File: src/rtl/aes_block_deserializer.sv
// Assembles the byte-serial AES result stream into a block and offers it on valid/ready.
// Optional AES_DESER_BLOCK_COUNT_EN adds a 16-bit count of handshake transfers (block_count).
module aes_block_deserializer #(
  parameter int unsigned BYTES_PER_BLOCK = 16,
  parameter int unsigned BYTE_W          = 8
) (
  input  logic                              clk,
  input  logic                              rst,
  input  logic                              byte_valid,
  input  logic [BYTE_W-1:0]                 byte_in,
  input  logic                              block_start,
  input  logic                              clr_overflow,
  input  logic                              block_ready,
  output logic [BYTES_PER_BLOCK*BYTE_W-1:0] block_out,
  output logic                              block_valid,
  output logic                              busy,
`ifdef AES_DESER_BLOCK_COUNT_EN
  output logic [15:0]                       block_count,
`endif
  output logic                              overflow
);

  localparam int unsigned W    = BYTES_PER_BLOCK * BYTE_W;
  localparam int unsigned IdxW = $clog2(BYTES_PER_BLOCK);
  localparam logic [IdxW-1:0] LastIdx = IdxW'(BYTES_PER_BLOCK - 1);

  logic [IdxW-1:0] idx_q, idx_d, idx_base;
  logic [W-1:0]    asm_q, asm_d, asm_next;
  logic [W-1:0]    out_q, out_d;
  logic            valid_q, valid_d;
  logic            pending_q, pending_d;
  logic            overflow_q, overflow_d;
  logic            accept, complete, xfer, out_free;

  always_comb begin
    idx_base = block_start ? '0 : idx_q;
    // Assembly with the current byte merged in; lets the last byte bypass straight to the output.
    asm_next = asm_q;
    for (int k = 0; k < int'(BYTES_PER_BLOCK); k++) begin
      if (idx_base == IdxW'(k)) asm_next[W-1-k*BYTE_W -: BYTE_W] = byte_in;
    end

    accept   = byte_valid & ~pending_q;
    complete = accept & ~block_start & (idx_q == LastIdx);
    xfer     = valid_q & block_ready;
    out_free = ~valid_q | block_ready;

    idx_d      = idx_q;
    asm_d      = asm_q;
    out_d      = out_q;
    valid_d    = valid_q;
    pending_d  = pending_q;
    overflow_d = overflow_q;

    if (accept) begin
      asm_d = asm_next;
      idx_d = (idx_base == LastIdx) ? '0 : idx_base + IdxW'(1);
    end else if (block_start) begin
      idx_d = '0;
    end

    if (xfer) valid_d = 1'b0;

    // A pending block only exists while the output register is occupied.
    if (pending_q && xfer) begin
      out_d     = asm_q;
      valid_d   = 1'b1;
      pending_d = 1'b0;
    end

    if (complete) begin
      if (out_free) begin
        out_d   = asm_next;
        valid_d = 1'b1;
      end else begin
        pending_d = 1'b1;
      end
    end

    if (byte_valid && pending_q) overflow_d = 1'b1;
    else if (clr_overflow)       overflow_d = 1'b0;
  end

  always_ff @(posedge clk or negedge rst) begin
    if (!rst) begin
      idx_q      <= '0;
      asm_q      <= '0;
      out_q      <= '0;
      valid_q    <= 1'b0;
      pending_q  <= 1'b0;
      overflow_q <= 1'b0;
    end else begin
      idx_q      <= idx_d;
      asm_q      <= asm_d;
      out_q      <= out_d;
      valid_q    <= valid_d;
      pending_q  <= pending_d;
      overflow_q <= overflow_d;
    end
  end

`ifdef AES_DESER_BLOCK_COUNT_EN
  logic [15:0] count_q, count_d;

  always_comb begin
    count_d = count_q;
    if (clr_overflow) count_d = xfer ? 16'd1 : 16'd0;
    else if (xfer)    count_d = count_q + 16'd1;
  end

  always_ff @(posedge clk or negedge rst) begin
    if (!rst) count_q <= '0;
    else      count_q <= count_d;
  end

  assign block_count = count_q;
`endif

  assign block_out   = out_q;
  assign block_valid = valid_q;
  assign busy        = (idx_q != '0) | pending_q;
  assign overflow    = overflow_q;

endmodule

File: config.mk
export PLATFORM = sky130hd
export DESIGN_NAME = aes_block_deserializer
export DESIGN_NICKNAME = d
export VERILOG_FILES = /design/src/rtl/aes_block_deserializer.sv
export SDC_FILE = /design/constraint.sdc
export NUM_CORES = 1
export LEC_CHECK = 0
export BUFFER_PORTS_ARGS = -buffer_cell sky130_fd_sc_hd__buf_2
export CAP_MARGIN = 30
export CORE_MARGIN = 1.5
export CORE_UTILIZATION = 59
export DETAILED_ROUTE_END_ITERATION = 10
export PLACE_DENSITY = 0.86
export SLEW_MARGIN = 20
export SYNTH_ARGS = -nofsm -noshare
export SYNTH_HDL_FRONTEND = slang
export SYNTH_SLANG_ARGS = --single-unit
File: constraint.sdc
create_clock -name clk -period 2.3 [get_ports clk]
set_input_delay 0.23 -clock clk [delete_from_list [all_inputs] [get_ports clk]]
set_output_delay 0.23 -clock clk [all_outputs]
set_load 0.01 [all_outputs]
==> impl_metrics.csv <==
group,metric,value,unit
status,outcome,"complete, but fails checks",
status,violations,"DRC",
floorplan,start_util,60.5,%
floorplan,core.rowCount,54,
floorplan,num_io_pins,145,
hold_path,holdPathStages,3,
placement,gp_congestion,0.782,
drt,wirelength,30200,um
setup_path,endpoint_kind,"register",
setup_path,cp_cell_sequence,"nand2b_1, inv_1, ha_1, or3b_2, a32o_1, mux2_2",
timing,finalCritPeriodShare,93.2,%
final_layout,diodes,0,
run,drv_cap,0,
setup_path,r2r_slack,0.16,ns
floorplan,dieArea,0.0234,mm^2
global_routing,gr-total-overflow,0,
logic_synthesis,yosysSeqAreaShare,49.5,%
setup_path,path_max_fanout,8,
drt,dr.pass1.iters,7,
timing,fmax,466,MHz
setup_path,critPathSlowestCell,"or3b_2",
setup_path,rr_endpoint,"block_out[102]$_DFF_PN0_",
cts,clkLatencyLatePin,0.54,ns
setup_path,critPathMaxStageDelay,0.58,ns
logic_synthesis,yosysWarnings,0,
timing,tns,0,ns
floorplan,die_h,153,um
setup_path,crit_family,"simple AND/OR/NAND/NOR gates",
timing,fin_ws,0.156,ns
setup_path,worstSetupStartpointType,"register",
setup_path,crit_type,"reg -> reg",
final_layout,drive_gt1_share,39.8,%
setup_path,cp.required,2.72,ns
timing,slew_violations,0,
timing,hold_violations,0,
logic_synthesis,async_reset_ff_share,100,%
power,pwr-share-clk,43.0,%
power,p_leak,8.79,nW
power,total_power,10.5,mW
power,switchingPower,2.47,mW
drt,drc,6,
logic_synthesis,synth.avg_cell_area,13.6,um^2
timing,clock_skew,0.0100,ns
cts,cts_setup_buffers,0,
cts,cts_buffers,28,
global_routing,grt_pass1_wl,49000,um
power,seqPwrFrac,48.0,%
timing,rsz0062_at_grt,"false",
floorplan,core_area,0.0220,mm^2
placement,numPortBuffers,144,
timing,whs,0.0684,ns
setup_path,worst-path-buf-inv,1,
logic_synthesis,ys.flop_type,"dfrtp_1",
placement,dp_slack,0.171,ns
logic_synthesis,ys_types,43,
cts,cts-root-buf,"clkbuf_16",
global_routing,grt_max_degree,81,
global_routing,grt_pass1_vias,9050,
setup_path,r2r.worst_path.cells,6,
setup_path,regToRegStartpoint,"idx_q[0]$_DFF_PN0_",
global_routing,grtUsageTotal,26.1,%
drt,drt_iter0_markers,447,
logic_synthesis,syn_inst,975,
cts,clk_pin_slew,0.06,ns
logic_synthesis,synth_edf_count,0,
logic_synthesis,ys_seq_elements,263,
timing,finalSetupViolCount,0,
power,pwr-share-comb,9.0,%
hold_path,worstHoldEndpoint,"overflow$_DFFE_PN0P_",
setup_path,arrival,2.56,ns
timing,slew-limit-headroom,45.8,%
power,power_density,682,mW/mm^2
drt,ant_nets,0,
cts,cts_tree,"done",
cts,clk_path_buf_depth,3,
cts,clock_sinks,263,
logic_synthesis,synth_area,0.0133,mm^2
logic_synthesis,synth_nets,993,
global_routing,antenna_found_initial,0,
hold_path,hold_start,"byte_valid",
final_layout,area_growth,15.5,%
final_layout,layout.nets,1122,
cts,htreeDepth,1,
placement,dp.final_hpwl,18300,um
power,p_int,8.00,mW
drt,routedWlPerCell,21.5,um
power,switching_share,23.6,%
hold_path,hold_path_class,"in -> reg",
drt,vias,8524,
drt,vias_per_cell,6.07,
timing,worst_slew_pin_slew,0.814,ns
timing,min_period,2.14,ns
power,peakVddDrop,0.000515,V
floorplan,die_w,153,um
==> cells in the mapped netlist (all sizes together) (2+ instances only) <==
master / n / share of area (%)
nand2: 11 / 0.35
nand2b: 4 / 0.21
nand3: 5 / 0.30
mux2i: 288 / 22
inv: 5 / 0.14
nor2b: 3 / 0.14
nor4bb: 5 / 0.38
and3: 2 / 0.094
and2: 8 / 0.38
nor3: 4 / 0.40
buf: 53 / 2.6
mux2: 192 / 16
dfrtp: 263 / 50
a21boi: 24 / 1.4
nand4: 2 / 0.19
o21ai: 4 / 0.15
and4bb: 3 / 0.28
xnor2: 2 / 0.13
clkbuf: 40 / 1.1
a32o: 32 / 2.4
or3b: 4 / 0.26
nor4: 3 / 0.48
ha: 4 / 0.38
nand4b: 5 / 0.33
==> timing repair <==
action	in CTS	in global routing
resized for setup	0	1
endpoints found under the setup margin	0	1
hold buffers	3	0
hold endpoints to repair	49	0
==> area by class of cell <==
type                       count  area [um^2]
clock buffer                  45          866
fill                        1509         6610
multi-input combinational    614         6270
inverter                       5         18.8
sequential                   263         6580
timing repair buffer         192         1200
tap                          280          350
clock inverter                 6         61.3
==> how the worst max path moves through the flow <==
stage                       startpoint                       end  depth (start not counted)
global route        idx_q[0]$_DFF_PN0_   block_out[39]$_DFF_PN0_                          8
CTS                 idx_q[0]$_DFF_PN0_   block_out[37]$_DFF_PN0_                          8
detailed placement         block_start   block_out[37]$_DFF_PN0_                          9
floorplan                  block_start  block_out[111]$_DFF_PN0_                          9
global placement           block_start  block_out[101]$_DFF_PN0_                          7
finish              idx_q[0]$_DFF_PN0_  block_out[102]$_DFF_PN0_                          6
==> kinds of logic after synthesis <==
logic type	Yosys count	synth area share [%]
AO/OA/AOI/OAI	65	4.20
multiplexers	480	37.9
AND/OR/NAND/NOR	63	4.01
XOR/XNOR	2	0.132
buffers and inverters	98	3.83
flip-flops	263	49.5
adder cells (fa/ha/maj)	4	0.376
==> per-stage QoR <==
| stage | cells | instance area, um^2 | utilization [%] |
|---|---|---|---|
| final | 1405 | 15300 | 69.9 |
| after global routing | 1405 | 15300 | 69.9 |
| after CTS | 1405 | 15300 | 69.9 |
| after detailed placement | 1351 | 14400 | 65.5 |
| after global placement | 1351 | 14400 | 65.5 |
| after floorplan | 975 | 13300 | - |
==> power groups by stage <==
stage	Clock [mW]	Sequential [mW]	Combinational (mW)
floorplan	0	5.04	0.659
global placement	0	5.09	0.896
detailed placement	0	5.11	0.943
CTS	4.58	5.02	0.952
global route	4.76	5.06	1.04
finish	4.50	5.03	0.943
==> tightest hold or removal path: stages <==
cell and delay, ns:
buf_2 0.16, nand2_1 0.09, o21ai_0 0.08
==> flip-flops by register name (all words and copies together), names as in the netlist <==
name and count:
asm_q 128, block_out 128, idx_q 4, pending_q 1
overflow 1, block_valid 1
==> cell usage in the layout (no fill, tap or decap), types with 4 or more instances in the layout <==
cell type  synthesis  final
a21boi_0          24     24
a32o_1            32     32
and2_1             8      8
buf_12             0      8
buf_2             28    143
buf_4             16     36
clkbuf_1          39      8
clkbuf_16          0     29
clkbuf_8           0      8
dfrtp_1          263    263
ha_1               4      4
inv_1              5      5
mux2_2           190    190
mux2i_1          288    288
nand2_1            9      9
nand4b_1           5      5
nor4bb_2           0      5
o21ai_0            4      4
==> layer usage <==
metal  vias to the layer above  share of wire (%)  track usage [%]
met5                         -                  0                0
met4                         0                1.7             6.68
met2                       215                 49             43.7
li1                       3837                  -                -
met3                        46                4.9             3.94
met1                      4426                 44             35.8
(Power assumes the default switching activity.)
